**config.mk**
```make
export PLATFORM = sky130hd
export DESIGN_NAME = multicycle_ctrl
export DESIGN_NICKNAME = d
export VERILOG_FILES = /design/src/rtl/multicycle_ctrl.sv
export SDC_FILE = /design/constraint.sdc
export NUM_CORES = 1
export LEC_CHECK = 0
export CORE_MARGIN = 8
export CORE_UTILIZATION = 45
export DETAILED_ROUTE_END_ITERATION = 8
export GPL_TIMING_DRIVEN = 1
export PLACE_DENSITY_LB_ADDON = 0.25
export SYNTH_ARGS = -nofsm -noshare
export SYNTH_HDL_FRONTEND = slang
export SYNTH_SLANG_ARGS = --single-unit
```
**constraint.sdc**
```tcl
create_clock -name clk -period 2.7 [get_ports clk]
set_clock_uncertainty 0.2 [all_clocks]
set_input_delay 0.81 -clock clk [delete_from_list [all_inputs] [get_ports clk]]
set_output_delay 0.81 -clock clk [all_outputs]
set_load 0.1 [all_outputs]
```
**src/rtl/multicycle_ctrl.sv**
```systemverilog
// multicycle_ctrl: Moore control FSM sequencing the shared multicycle ARM datapath.
// Optional build macro MULTICYCLE_MEM_WAIT_EN lets FETCH/MEMRD/MEMWR stall on mem_ready.
module multicycle_ctrl (
  input  logic        clk,
  input  logic        reset_n,
  input  logic [1:0]  op,
  input  logic [5:0]  funct,
  input  logic        cond_ex,
  input  logic        no_write,
  input  logic        mem_ready,
  output logic        mem_req,
  output logic        ir_write,
  output logic        pc_write,
  output logic        adr_src,
  output logic [1:0]  alu_src_a,
  output logic [1:0]  alu_src_b,
  output logic [1:0]  result_src,
  output logic        alu_op,
  output logic        reg_w,
  output logic        mem_w,
  output logic        branch,
  output logic        illegal,
  output logic [3:0]  state,
  output logic [31:0] instr_count
);

  typedef enum logic [3:0] {
    FETCH  = 4'd0,
    DECODE = 4'd1,
    MEMADR = 4'd2,
    MEMRD  = 4'd3,
    MEMWB  = 4'd4,
    MEMWR  = 4'd5,
    EXECR  = 4'd6,
    EXECI  = 4'd7,
    ALUWB  = 4'd8,
    BRANCH = 4'd9
  } state_t;

  state_t      state_q, state_d;
  logic        ready;
  logic        mem_req_raw, ir_write_raw, pc_write_raw;
  logic        reg_w_raw, mem_w_raw, branch_raw, illegal_raw;
  logic [31:0] count_q;
  logic        unused_funct;

  assign unused_funct = ^funct[4:1];

`ifdef MULTICYCLE_MEM_WAIT_EN
  assign ready = mem_ready;
`else
  logic unused_mem_ready;
  assign unused_mem_ready = mem_ready;
  assign ready = 1'b1;
`endif

  always_ff @(posedge clk or negedge reset_n) begin
    if (!reset_n) state_q <= FETCH;
    else          state_q <= state_d;
  end

  // Retire on every entry into FETCH from elsewhere; a held FETCH does not count.
  always_ff @(posedge clk or negedge reset_n) begin
    if (!reset_n)
      count_q <= 32'd0;
    else if ((state_q != FETCH) && (state_d == FETCH))
      count_q <= count_q + 32'd1;
  end

  always_comb begin
    state_d      = state_q;
    mem_req_raw  = 1'b0;
    ir_write_raw = 1'b0;
    pc_write_raw = 1'b0;
    reg_w_raw    = 1'b0;
    mem_w_raw    = 1'b0;
    branch_raw   = 1'b0;
    illegal_raw  = 1'b0;
    adr_src      = 1'b0;
    alu_src_a    = 2'd0;
    alu_src_b    = 2'd0;
    result_src   = 2'd0;
    alu_op       = 1'b0;
    case (state_q)
      FETCH: begin
        mem_req_raw  = 1'b1;
        ir_write_raw = ready;
        pc_write_raw = ready;
        alu_src_a    = 2'd1;
        alu_src_b    = 2'd2;
        result_src   = 2'd2;
        if (ready) state_d = DECODE;
      end
      DECODE: begin
        alu_src_a  = 2'd1;
        alu_src_b  = 2'd2;
        result_src = 2'd2;
        if (!cond_ex) begin
          state_d = FETCH;
        end else begin
          case (op)
            2'b00:   state_d = funct[5] ? EXECI : EXECR;
            2'b01:   state_d = MEMADR;
            2'b10:   state_d = BRANCH;
            default: begin
              state_d     = FETCH;
              illegal_raw = 1'b1;
            end
          endcase
        end
      end
      MEMADR: begin
        alu_src_b = 2'd1;
        state_d   = funct[0] ? MEMRD : MEMWR;
      end
      MEMRD: begin
        mem_req_raw = 1'b1;
        adr_src     = 1'b1;
        if (ready) state_d = MEMWB;
      end
      MEMWB: begin
        result_src = 2'd1;
        reg_w_raw  = 1'b1;
        state_d    = FETCH;
      end
      MEMWR: begin
        mem_req_raw = 1'b1;
        adr_src     = 1'b1;
        mem_w_raw   = ready;
        if (ready) state_d = FETCH;
      end
      EXECR: begin
        alu_op  = 1'b1;
        state_d = ALUWB;
      end
      EXECI: begin
        alu_src_b = 2'd1;
        alu_op    = 1'b1;
        state_d   = ALUWB;
      end
      ALUWB: begin
        reg_w_raw = ~no_write;
        state_d   = FETCH;
      end
      BRANCH: begin
        alu_src_b  = 2'd1;
        result_src = 2'd2;
        branch_raw = 1'b1;
        state_d    = FETCH;
      end
      default: state_d = FETCH;
    endcase
  end

  // Strobes are masked directly by reset_n so nothing fires while reset is held.
  assign mem_req     = mem_req_raw  & reset_n;
  assign ir_write    = ir_write_raw & reset_n;
  assign pc_write    = pc_write_raw & reset_n;
  assign reg_w       = reg_w_raw    & reset_n;
  assign mem_w       = mem_w_raw    & reset_n;
  assign branch      = branch_raw   & reset_n;
  assign illegal     = illegal_raw  & reset_n;
  assign state       = state_q;
  assign instr_count = count_q;

endmodule
```
# Word level (Yosys, flattened, before mapping)
# Cells that the tools add are included.
[classes] add_sub_neg=1 n_lt_le_gt_ge=0 muxes=18 shifts=0 n_mul=0 n_reduce_logical=12 n_bitwise=7 n_eq_ne=11 div=0
[op_table] op="32-bit by 1-bit adder with 32-bit output (second input constant)" count=1
[op_table] op="4-bit one-hot mux with 5 select lines" count=1
[op_table] op="4-bit by 3-bit equality test with 1-bit output (second input constant)" count=4
[op_table] op="4-bit one-hot mux with 3 select lines" count=1
[op_table] op="3-bit OR reduction" count=4
[op_table] op="1-bit 2-to-1 mux" count=11
[op_table] op="4-bit by 2-bit equality test with 1-bit output (second input constant)" count=2
[op_table] op="4-bit equality test (second input constant)" count=2
[op_table] op="4-bit logical NOT" count=2
[op_table] op="2-bit one-hot mux with 2 select lines" count=2
[op_table] op="1-bit AND" count=6
[op_table] op="2-bit OR reduction" count=3
[op_table] op="4-bit by 1-bit equality test with 1-bit output (second input constant)" count=1
[op_table] op="4-bit 2-to-1 mux" count=1
[op_table] op="4-bit nonzero test" count=1
[op_table] op="3-bit 2-to-1 mux" count=1
[op_table] op="2-bit by 1-bit equality test with 1-bit output (second input constant)" count=1
[op_table] op="2-bit equality test (second input constant)" count=1
[op_table] op="2-bit logical NOT" count=1
[op_table] op="1-bit one-hot mux with 2 select lines" count=1
[op_table] op="1-bit logical AND" count=1
[op_table] op="1-bit NOT" count=1
[word_totals] latchBits=0 rom_bits=0 memories=0 ram_bits=0 out_inout_bits=51 register_bits=36

# Longest topological paths before layout
[logic_depth] ltp_word=6 mapped_depth=7 ltp_nobuf=6

# Worst setup path before layout
# OpenSTA, ideal clock, no wires.
[synth_timing] path_type="flip-flop to output port" startpoint="register state_q[0] (netlist: state[0])" endpoint="output mem_req" path_stages_with_launch=4 n_path_buf=0 arrival_ns=4.350 setup_slack_ns=-2.660 cell_sequence="dfrtp_1 > inv_1 > nor3_1 > a21o_1"
[synth_between] elab_chain_len=4 word_cells_on_any_way=6 cone_classes="eq/ne (2); mux (1); bitwise (1); reduce/logical (2)"
[synth_rtl] element="start, declared" line_no="40" source="state_t state_q, state_d;"
[synth_rtl] element="start signal, assigned" line_no="59" source="else state_q <= state_d;"
[synth_rtl] element="4-bit by 3-bit equality test with 1-bit output, or another cell as far along" line_no="84" source="case (state_q)"
[synth_rtl] element="3-bit OR reduction (no line) *"
[synth_rtl] element="1-bit 2-to-1 mux *" line_no="84"
[synth_rtl] element="1-bit AND *" line_no="156" source="assign mem_req = mem_req_raw & reset_n;"
[synth_rtl] element="end, declared" line_no="11" source="output logic mem_req,"
# Every way passes the cells marked *; elsewhere a longest branch is shown, timed or not.

# Worst setup path in the final report
[layout_timing] startpoint="input op[1]" endpoint="output illegal"
[layout_between] elab_chain_len=6 word_cells_on_any_way=8 cone_classes="eq/ne (2); mux (3); bitwise (1); reduce/logical (2)"
[layout_rtl] element="start, declared" line_no="6" source="input logic [1:0] op,"
[layout_rtl] element="2-bit equality test, or another cell as far along" line_no="101" source="case (op)"
[layout_rtl] element="3-bit OR reduction (no line) *"
[layout_rtl] element="1-bit 2-to-1 mux *" line_no="101"
[layout_rtl] element="1-bit 2-to-1 mux *" line_no="98" source="if (!cond_ex) begin"
[layout_rtl] element="1-bit 2-to-1 mux *" line_no="84"
[layout_rtl] element="1-bit AND *" line_no="162" source="assign illegal = illegal_raw & reset_n;"
[layout_rtl] element="end, declared" line_no="22" source="output logic illegal,"
# Marked as above.

==> flow_summary_export.csv <==
group,metric,value,unit
grt,grt-ovfl-total,0,
sta,fin_crit_sh,100,%
synthesis,ys_ff_latch,36,
route,drt-initial-drc-count,99,
clock_network,clk_latency,0.29,ns
place,portBuffers,57,
synthesis,synth.cell_area,0.00185,mm^2
route,drt_wl_total,5.62,mm
status,status,"complete, but fails checks",
sta,worst_slack,-0.00371,ns
floorplanning,fp-row-count,23,
sta,report.final.hold_viol_count,0,
floorplanning,coreArea,0.00397,mm^2
pwr,finalPower,3.40,mW
synthesis,avgSynthCellArea,10.0,um^2
layout,areaGrowthSynthToFinish,67.1,%
clock_network,path_clk_slew,0.07,ns
synthesis,synth-compound-area-share,5.20,%
status,failed_checks,"negative setup slack",
sta,tns,-0.00371,ns
synthesis,synth_xor_xnor_area_share,15.1,%
critical_path,path_class,"in -> out",
grt,met2_usage,28.9,%
clock_network,htreeDepth,2,
grt,use_met3,4.80,%
critical_path,required,1.69,ns
sta,rsz0062_at_grt,"yes",
grt,use_met1,18.8,%
clock_network,cts_tree,"yes",
sta,fin_crit,2.70,ns
layout,final_common_cell,"buf_4",
route,detail_route.wl_per_cell,17.0,um
critical_path,crit_path_end_kind,"output pin",
floorplanning,io_pins,64,
floorplanning,start_util,46.6,%
place,place_congestion,0.830,
worst_hold_path,hp-class,"reg -> reg",
synthesis,synthAdderAreaFrac,0.676,%
grt,grt.busiest_layer,"met2",
clock_network,cts_buffers,5,
grt,grt.total_usage,16.4,%
layout,finalNetCount,293,
synthesis,synth_top_family_by_area,"simple AND/OR/NAND/NOR gates",
clock_network,ctsRootBufferMaster,"clkbuf_8",
critical_path,critical_path.max_fanout,4,
grt,grt_first_pass_wirelength,8.40,mm
sta,finalSetupViolCount,1,
pwr,ir_drop,1140,uV
floorplanning,die_h,80.2,um
grt,grt_max_degree,24,
pwr,p_per_area,1100,mW/mm^2
route,drt-pass1-iter-count,4,
place,place_hpwl,3.77,mm
floorplanning,dieArea,0.00642,mm^2
synthesis,ys_seq_area_share,48.6,%
clock_network,clockBufferDepth,2,
route,drc,0,
route,num_vias,1781,
place,place_inst,306,
layout,drive_above_1_share,45.0,%
synthesis,synth_mux_area_share,0,%
grt,grt_pass1_vias,1767,
route,postRouteAntennaNets,0,
layout,layout_common_cells,"buf_4, dfrtp_1, nand2_1",
sta,drv_slew,0,
critical_path,critPathArrivalTime,1.69,ns
synthesis,ys_warn_count,0,
floorplanning,die_w,80.2,um
pwr,leakage,1.44,nW
synthesis,postSynthNetCount,199,
critical_path,start_kind,"input pin",
layout,antenna_cells,0,
synthesis,syn-instance-count,185,
clock_network,clock-sinks,36,
job,cap_violations,0,
synthesis,synth-simple-area-share,26.6,%
synthesis,ys_types,39,
sta,fmax,370,MHz
layout,final_cells,330,
clock_network,holdBufCountCts,0,
route,vias_per_cell,5.40,
grt,antenna_found_initial,0,
## critical path: stages
cell and delay, ns:
dlygate4sd2_1 0.32, nand2_2 0.11, nor3_4 0.24, buf_12 0.21
## flip-flops by register name (all words and copies together) (netlist names)
register / flops
state: 4
instr_count: 32
## cell type report
type	count	area [um^2]
clock inverter	3	42.5
clock buffer	5	68.8
sequential	36	916
fill	260	877
timing repair buffer	92	927
multi-input combinational	135	1030
tap	50	62.6
inverter	9	48.8
## per-layer routing
metal / vias up / part of all wire, % / wire length, um
li1: 830 / - / -
met1: 881 / 40 / 2260
met2: 59 / 53 / 2970
met3: 11 / 5.6 / 316
met4: 0 / 1.4 / 76
met5: - / 0 / 0
## path summary, 6_finish.rpt
path / cells past startpoint / endpoint / slack (ns) / startpoint
min in group asynchronous: 2 / instr_count[5]$_DFFE_PN0P_ / 0.31 / reset_n
max: 4 / illegal / -0.004 / op[1]
max reg2reg: 9 / instr_count[14]$_DFFE_PN0P_ / 0.10 / state[2]$_DFF_PN0_
min reg2reg: 1 / instr_count[6]$_DFFE_PN0P_ / 0.29 / instr_count[6]$_DFFE_PN0P_
max in group asynchronous: 2 / instr_count[19]$_DFFE_PN0P_ / 1.65 / reset_n
min: 1 / instr_count[6]$_DFFE_PN0P_ / 0.29 / instr_count[6]$_DFFE_PN0P_
## cells by family (layout without fill, tap and decap cells)
family / count (synthesis) / in the layout
AO/OA/AOI/OAI: 11 / 11
adder cells (fa/ha/maj): 1 / 1
buffers and inverters: 14 / 109
other: 1 / 1
flip-flops: 36 / 36
AND/OR/NAND/NOR: 90 / 90
XOR/XNOR: 32 / 32
## synthesized netlist by cell type, drive strengths merged
cell type   n  share of area [%]
and2        3                1.0
a21o        1               0.41
o21ai       1               0.27
and4        5                2.4
nor3       14                4.1
o32ai       1               0.47
nor2b       1               0.34
and3        4                1.4
a32oi       1               0.47
o22ai       2               0.68
and2b       1               0.41
nor2        8                1.6
nand4      10                3.4
a2111oi     1                1.5
dfrtp      36                 49
conb        1               0.20
inv         9                1.8
clkbuf      1               0.20
ha          1               0.68
or3         2               0.95
xor2       13                6.1
nand2b      2               0.68
or2         3                1.0
or3b        1               0.47
xnor2      19                9.0
a221oi      1               0.47
nor4        3                1.0
buf         4                1.5
or4         1               0.41
nand3       9                2.4
nor3b       1               0.41
a21oi       2               0.54
nor4b       1               0.47
a211oi      1               0.41
nand2      21                4.3
## stage by stage
stage	hold slack [ns]	setup WS, ns	area (um^2)	util [%]
floorplan	0.314	-0.488	2030	-
finish	0.286	-0.00371	3090	77.9
CTS	0.287	-0.0138	3020	76.1
global placement	0.263	-0.323	2820	71.0
global route	0.304	-0.0342	3090	77.9
detailed placement	0.272	-0.326	2820	71.0
## timing repair
action,4_1_cts,5_1_grt
pin swaps,6,3
gates resized for setup,13,3
setup endpoints to repair,7,10
endpoints found under the hold margin,0,0
buffers inserted,9,7
## power breakdown
part | internal [mW] | total, mW | leakage (nW) | switching, mW
Clock | 0.273 | 0.473 | 0.0541 | 0.200
Sequential | 0.614 | 0.730 | 0.478 | 0.116
Combinational | 0.769 | 2.20 | 0.906 | 1.43
Total | 1.66 | 3.40 | 1.44 | 1.75
(Power assumes the default switching activity.)
